`src/rtl/host_cmd_master.sv`:
```
// Host-side command initiator: serializes one register/ALU command into a UART byte
// frame, then gathers the response bytes. Optional response watchdog: HOST_CMD_TIMEOUT_EN.
module host_cmd_master #(
  parameter int DATA_WIDTH     = 8,
  parameter int ADDR_WIDTH     = 4,
  parameter int ALU_FUN_WIDTH  = 4,
  parameter int TIMEOUT_CYCLES = 4096
) (
  input  logic                    clk,
  input  logic                    rst_n,
  input  logic                    cmd_valid,
  output logic                    cmd_ready,
  input  logic [1:0]              cmd_type,
  input  logic [ADDR_WIDTH-1:0]   cmd_addr,
  input  logic [DATA_WIDTH-1:0]   cmd_data,
  input  logic [DATA_WIDTH-1:0]   cmd_op_b,
  input  logic [ALU_FUN_WIDTH-1:0] cmd_fun,
  output logic [DATA_WIDTH-1:0]   tx_data,
  output logic                    tx_valid,
  input  logic                    tx_ready,
  input  logic [DATA_WIDTH-1:0]   rx_data,
  input  logic                    rx_valid,
  output logic                    rsp_valid,
  output logic [2*DATA_WIDTH-1:0] rsp_data,
  output logic                    rsp_timeout
);
  typedef enum logic [1:0] {IDLE, SEND, WAIT_RSP, RESP} state_t;

  state_t                        state, state_nxt;
  logic [3:0][DATA_WIDTH-1:0]    frame, nf;
  logic [2:0]                    frame_len, nf_len;
  logic [1:0]                    rsp_need, nf_need;
  logic [1:0]                    typ, idx, rx_cnt;
  logic [DATA_WIDTH-1:0]         rx_b0;
  logic                          hs, tx_fire, tx_last, rx_hit, rx_last, tmo;

  assign hs      = cmd_valid && cmd_ready;
  assign tx_fire = (state == SEND) && tx_valid && tx_ready;
  assign tx_last = tx_fire && ((3'(idx) + 3'd1) == frame_len);
  assign rx_hit  = (state == WAIT_RSP) && rx_valid;
  assign rx_last = rx_hit && (2'(rx_cnt + 2'd1) == rsp_need);

  // Frame image built from the live command fields; only captured on handshake.
  always_comb begin
    nf      = '0;
    nf_len  = 3'd2;
    nf_need = 2'd2;
    case (cmd_type)
      2'b00: begin
        nf[0] = DATA_WIDTH'(8'hAA); nf[1] = DATA_WIDTH'(cmd_addr); nf[2] = cmd_data;
        nf_len = 3'd3; nf_need = 2'd0;
      end
      2'b01: begin
        nf[0] = DATA_WIDTH'(8'hBB); nf[1] = DATA_WIDTH'(cmd_addr);
        nf_need = 2'd1;
      end
      2'b10: begin
        nf[0] = DATA_WIDTH'(8'hCC); nf[1] = cmd_data; nf[2] = cmd_op_b;
        nf[3] = DATA_WIDTH'(cmd_fun); nf_len = 3'd4;
      end
      default: begin
        nf[0] = DATA_WIDTH'(8'hDD); nf[1] = DATA_WIDTH'(cmd_fun);
      end
    endcase
  end

`ifdef HOST_CMD_TIMEOUT_EN
  localparam int TW = $clog2(TIMEOUT_CYCLES + 1);
  logic [TW-1:0] tmo_cnt;

  // Counter sits at 0 outside WAIT_RSP, so it is already cleared on entry.
  always_ff @(posedge clk or negedge rst_n) begin
    if (!rst_n)                            tmo_cnt <= '0;
    else if (state != WAIT_RSP || rx_valid) tmo_cnt <= '0;
    else                                   tmo_cnt <= tmo_cnt + 1'b1;
  end
  assign tmo = (state == WAIT_RSP) && !rx_valid && (tmo_cnt == TW'(TIMEOUT_CYCLES - 1));
`else
  assign tmo = 1'b0;
`endif

  always_ff @(posedge clk or negedge rst_n) begin
    if (!rst_n) state <= IDLE;
    else        state <= state_nxt;
  end

  always_comb begin
    state_nxt = state;
    case (state)
      IDLE:     if (hs) state_nxt = SEND;
      SEND:     if (tx_last) state_nxt = (rsp_need == 2'd0) ? RESP : WAIT_RSP;
      WAIT_RSP: if (rx_last) state_nxt = RESP;
                else if (tmo) state_nxt = IDLE;
      default:  state_nxt = IDLE;
    endcase
  end

  always_ff @(posedge clk or negedge rst_n) begin
    if (!rst_n) begin
      frame       <= '0;
      frame_len   <= 3'd0;
      rsp_need    <= 2'd0;
      typ         <= 2'd0;
      idx         <= 2'd0;
      rx_cnt      <= 2'd0;
      rx_b0       <= '0;
      cmd_ready   <= 1'b1;
      tx_valid    <= 1'b0;
      tx_data     <= '0;
      rsp_valid   <= 1'b0;
      rsp_data    <= '0;
      rsp_timeout <= 1'b0;
    end else begin
      cmd_ready   <= (state_nxt == IDLE);
      rsp_valid   <= 1'b0;
      rsp_timeout <= tmo;
      if (hs) begin
        frame     <= nf;
        frame_len <= nf_len;
        rsp_need  <= nf_need;
        typ       <= cmd_type;
        idx       <= 2'd0;
        rx_cnt    <= 2'd0;
        tx_valid  <= 1'b1;
        tx_data   <= nf[0];
      end
      if (tx_fire) begin
        idx <= idx + 2'd1;
        if (tx_last) tx_valid <= 1'b0;
        else         tx_data  <= frame[idx + 2'd1];
      end
      if (rx_hit) begin
        rx_cnt <= rx_cnt + 2'd1;
        if (rx_cnt == 2'd0) rx_b0 <= rx_data;
      end
      // The final response byte is still on rx_data at the RESP transition.
      if (state_nxt == RESP && state != RESP) begin
        rsp_valid <= 1'b1;
        case (typ)
          2'b00:   rsp_data <= '0;
          2'b01:   rsp_data <= {{DATA_WIDTH{1'b0}}, rx_data};
          default: rsp_data <= {rx_data, rx_b0};
        endcase
      end
    end
  end
endmodule
```
`config.mk`:
```
export PLATFORM = sky130hd
export DESIGN_NAME = host_cmd_master
export DESIGN_NICKNAME = d
export VERILOG_FILES = /design/src/rtl/host_cmd_master.sv
export SDC_FILE = /design/constraint.sdc
export NUM_CORES = 1
export LEC_CHECK = 0
export CORE_UTILIZATION = 46
export CTS_CLUSTER_SIZE = 24
export DETAILED_ROUTE_END_ITERATION = 16
export PLACE_DENSITY = 0.82
export SLEW_MARGIN = 20
export SYNTH_ARGS = -nofsm -noshare
export SYNTH_HDL_FRONTEND = slang
export SYNTH_SLANG_ARGS = --single-unit
```
`constraint.sdc`:
```
create_clock -name clk -period 2 [get_ports clk]
set_input_delay 0.4 -clock clk [delete_from_list [all_inputs] [get_ports clk]]
set_output_delay 0.4 -clock clk [all_outputs]
set_load 0.005 [all_outputs]
```
# After elaboration in Yosys (flattened, before gate mapping)
# Index checks and enable logic that the tools add are counted.
# classes
addsub	3
n_mul	0
div_mod_pow	0
n_lt_le_gt_ge	1
n_eq_ne	9
shifts	0
mux	23
bitwise_logic	0
reduce_logical	16
# op_table
op	count
case mux 16 bit (3 select lines)	1
two-way mux 8 bit	4
case mux 16 bit (2 select lines)	1
binary-select mux 8 bit (select 2 bit)	1
case mux 8 bit (2 select lines)	1
zero test 2 bit	6
two-way mux 2 bit	6
logical AND 1 bit	7
== test 2 x 1 -> 1 bit (second input constant)	3
== test 2 bit (second input constant)	3
case mux 2 bit (3 select lines)	1
case mux 3 bit (2 select lines)	1
two-way mux 1 bit	5
adder 2 x 1 -> 2 bit (second input constant)	2
two-way mux 4 bit	1
case mux 2 bit (2 select lines)	1
nonzero test 2 bit	2
adder 2 x 1 -> 3 bit (second input constant)	1
== test 3 bit	1
less-than comparator 2 x 3 -> 1 bit (second input constant)	1
== test 2 bit	1
!= test 2 bit (second input constant)	1
AND reduction 2 bit	1
# totals
register_bits	80
latch_bits	0
mem_bits_rw	0
mem_bits_ro	0
in_bits	39
memories	0

# Logic depth before layout (Yosys ltp)
# depth
word_depth	9
depth_mapped	7
depth_no_buf	6

# Least setup slack after synthesis
# OpenSTA, ideal clock, no wires.
# synth_timing
path_kind	register to register
startpoint	reg idx[0]
endpoint	reg rsp_data[7]
setup_time_ns	0.125
arrival_time_ns	1.970
path_slack_ns	-0.095
stages_incl_launch_ff	8
synth_period_minus_slack_ns	2.095
path_cell_list	dfrtp_1 > ha_1 > buf_6 > xnor2_2 > a41oi_1 > a31oi_4 > buf_8 > mux2_4
# synth_via
elab_chain_len	7
# synth_lines
item	line	rtl
start: declaration	33	logic [1:0] typ, idx, rx_cnt;
start signal: assignment	128	idx <= idx + 2'd1;
adder 2 x 1 -> 3 bit	39	assign tx_last = tx_fire && ((3'(idx) + 3'd1) == frame_len);
== test 3 bit	39	
logical AND 1 bit	39	
two-way mux 2 bit	91	SEND: if (tx_last) state_nxt = (rsp_need == 2'd0) ? RESP : WAIT_RSP;
case mux 2 bit (3 select lines)	89	case (state)
== test 2 bit	137	if (state_nxt == RESP && state != RESP) begin
logical AND 1 bit	137	
end signal: assignment	141	2'b01: rsp_data <= {{DATA_WIDTH{1'b0}}, rx_data};
end signal: assignment	142	default: rsp_data <= {rx_data, rx_b0};
end: declaration	24	output logic [2*DATA_WIDTH-1:0] rsp_data,
# No other way between the ends.
# A chain may end at the register's enable or synchronous reset.

# Worst setup path in the final report
# layout_timing
startpoint	reg rx_cnt[0]
endpoint	reg rsp_data[1]
# layout_via
elab_chain_len	7
# layout_lines
item	line	rtl
start: declaration	33	
start signal: assignment	133	rx_cnt <= rx_cnt + 2'd1;
adder 2 x 1 -> 2 bit	41	assign rx_last = rx_hit && (2'(rx_cnt + 2'd1) == rsp_need);
== test 2 bit	41	
logical AND 1 bit	41	
two-way mux 2 bit	92	WAIT_RSP: if (rx_last) state_nxt = RESP;
case mux 2 bit (3 select lines)	89	
== test 2 bit	137	
logical AND 1 bit	137	
# No other way between the ends.

==> impl_metrics.toml <==
[setup_path]
arrival_ns = 2.15
critPathLaunchType = "flop"
cp_max_fo = 12
critPathCaptureType = "flop"
critPathRequiredTime_ns = 2.22
reg2reg_slack_ns = 0.07
critPathKind = "reg -> reg"

[power]
p_leak_nw = 2.07
power_density_nw_per_um2 = 573
peakVddDrop_mv = 0.259
p_total_w = 0.00252

[sta]
skew_ns = 0.00644
period_share_pct = 96.6
whs_ns = 0.0674
finalMaxSlewViolations = 0
hold_violations = 0
finalSetupViolCount = 0
worst_slew_pin_slew_ns = 0.590
max_slew_margin_pct = 60.6
layout_min_cycle_time_ns = 1.93
max_freq_mhz = 518

[global_route]
grt_usage_pct = 20.7
antenna_found_initial = 0
grt_max_degree = 73
grt_pass1_wl_um = 12100
grt_overflow = 0
first_global_vias = 2586

[routing]
wl_per_cell_um = 15.0
firstDrtPassIters = 4
viasPerCell = 5.26
drc = 0
ant_nets = 0
first_iter_violations = 134
vias = 2479
drt_wl_total_um = 7060

[yosys]
netlist_area_sq_um = 3330
syn_inst = 294
synthTopCellsByArea = "dfrtp_1 (53%), mux2i_1 (7.2%), nand2_1 (5.3%), mux2_2 (5.1%), a22o_1 (4.2%)"
synth-simple-area-share_pct = 10.4
synth_compound_area_share_pct = 13.1
synth-seq-cells = 72
synthFlopType = "dfrtp_1"
synth_top_family_by_area = "multiplexers"
synthXorXnorAreaFrac_pct = 1.77
ys_async_sr_fraction_pct = 100
synth_edf_count = 0
synth_mux_area_share_pct = 15.4
ys_seq_area_share_pct = 54.2
syn_nets = 335
synth_top_area_share_pct = 53.4
syn_avg_cell_area_sq_um = 11.3
yosysTopAreaCell = "dfrtp_1"
ys_types = 45
synth_fa_ha_area_share_pct = 0.752
ys_warn_count = 0

[finish]
layout-drive-gt1-share_pct = 17.3
areaGrowthSynthToFinish_pct = 32.3
fill_cells = 560
layout_common_cells = "dfrtp_1 (71), clkdlybuf4s50_1 (64), nand2_1 (47), o21ai_0 (28), mux2i_1 (24)"
n_antenna_cell = 0
fin_util_pct = 63.8
nets = 414
instances_no_fill = 471
seq_area_sq_um = 1800
final_common_cell = "dfrtp_1"
multiInputGateArea_sq_um = 1460

[placed_design]
dp_cells = 457
port_buffers = 65
place_congestion = 0.814
dp_hpwl_um = 4950

[floorplan]
die_area_sq_um = 7580
initial_utilization_pct = 48.2
row_count = 30
die_w_um = 87.1
core_sq_um = 6910
ios = 67
die_y_um = 87.1

[clock_tree]
clock-sinks = 72
clock_latency_ns = 0.34
htree_levels = 3
root_buffer = "clkbuf_8"
numCtsBuffers = 9
cts.clk_slew.worst_paths_ns = 0.07
cts_hold_buf = 0
clk_path_buf_depth = 2
cts_tree = "done"

[status]
status = "finished, final reports clean"

[run]
drv_cap = 0

[worst_hold_path]
hold_class = "in -> async"
-- metrics by stage --
stage | worst slack [ns] | setup TNS, ns | area, sq um
floorplan | -0.0505 | -0.0505 | 3350
global placement | -0.0919 | -0.746 | 4200
detailed placement | -0.183 | -2.00 | 4200
CTS | 0.0146 | 0 | 4340
global route | -0.000751 | -0.000751 | 4400
finish | 0.0686 | 0 | 4400
-- what timing repair did --
action,CTS,global route
setup endpoints to repair,7,12
setup buffers,0,1
resized for setup,1,7
-- Yosys cell counts, drive strengths merged, types with 2 or more instances --
cell type  count
a21o           4
a21oi          6
a22o          16
a31oi          2
and3           2
buf            8
clkbuf        11
dfrtp         71
ha             2
inv           11
mux2          16
mux2i         24
mux4           4
nand2         48
nand2b         3
nand3          9
nor2           6
nor2b          2
o21ai         28
o31ai          2
xnor2          3
xor2           2
-- kinds of logic after synthesis --
| family | after synthesis |
|---|---|
| AND/OR/NAND/NOR | 76 |
| flip-flops | 72 |
| AO/OA/AOI/OAI | 64 |
| multiplexers | 44 |
| buffers and inverters | 30 |
| XOR/XNOR | 5 |
| adder cells (fa/ha/maj) | 2 |
| other | 1 |
-- metal layers --
| layer | share of wire, % | GRT usage, % | vias up |
|---|---|---|---|
| li1 | - | - | 1187 |
| met1 | 45 | 27.3 | 1211 |
| met2 | 49 | 34.3 | 73 |
| met3 | 4.6 | 4.93 | 8 |
| met4 | 0.96 | 6.06 | 0 |
| met5 | 0 | 0 | - |
-- critical path, cell delays in order, from the launching register on --
cell	delay, ns
dfrtp_1	0.38
inv_1	0.07
ha_1	0.34
xnor2_2	0.16
nand3_2	0.13
a31oi_4	0.21
buf_12	0.17
mux2_2	0.34
-- final timing paths --
| check | from | to | cells after the start |
|---|---|---|---|
| max | rx_cnt[0] | rsp_data[1] | 7 |
| max in group asynchronous | rst_n | cmd_ready | 2 |
| max reg2reg | rx_cnt[0] | rsp_data[1] | 7 |
| min reg2reg | typ[0] | typ[0] | 1 |
| min | rst_n | rx_cnt[0] | 2 |
| min in group clk | typ[0] | typ[0] | 1 |
-- power by group --
part	internal (W)	switching [W]	total, W
Clock	0.000426	0.000485	0.000911
Combinational	0.0000872	0.0000677	0.000155
Sequential	0.00146	0	0.00146
Total	0.00197	0.000553	0.00252
-- flip-flops by register name, indices dropped and copies added, names as in the netlist, 3 cells and up --
name       count
frame         24
frame_len      3
rsp_data      16
rx_b0          8
tx_data        8
-- layout make-up --
cell class / instances / area share, %
Tap cell: 96 / 2.73
Sequential cell: 72 / 40.9
Inverter: 11 / 0.938
Multi-Input combinational cell: 192 / 33.1
Clock buffer: 11 / 2.98
Clock inverter: 2 / 0.227
Timing Repair Buffer: 87 / 19.1
Power figures use the tool's default switching activity.
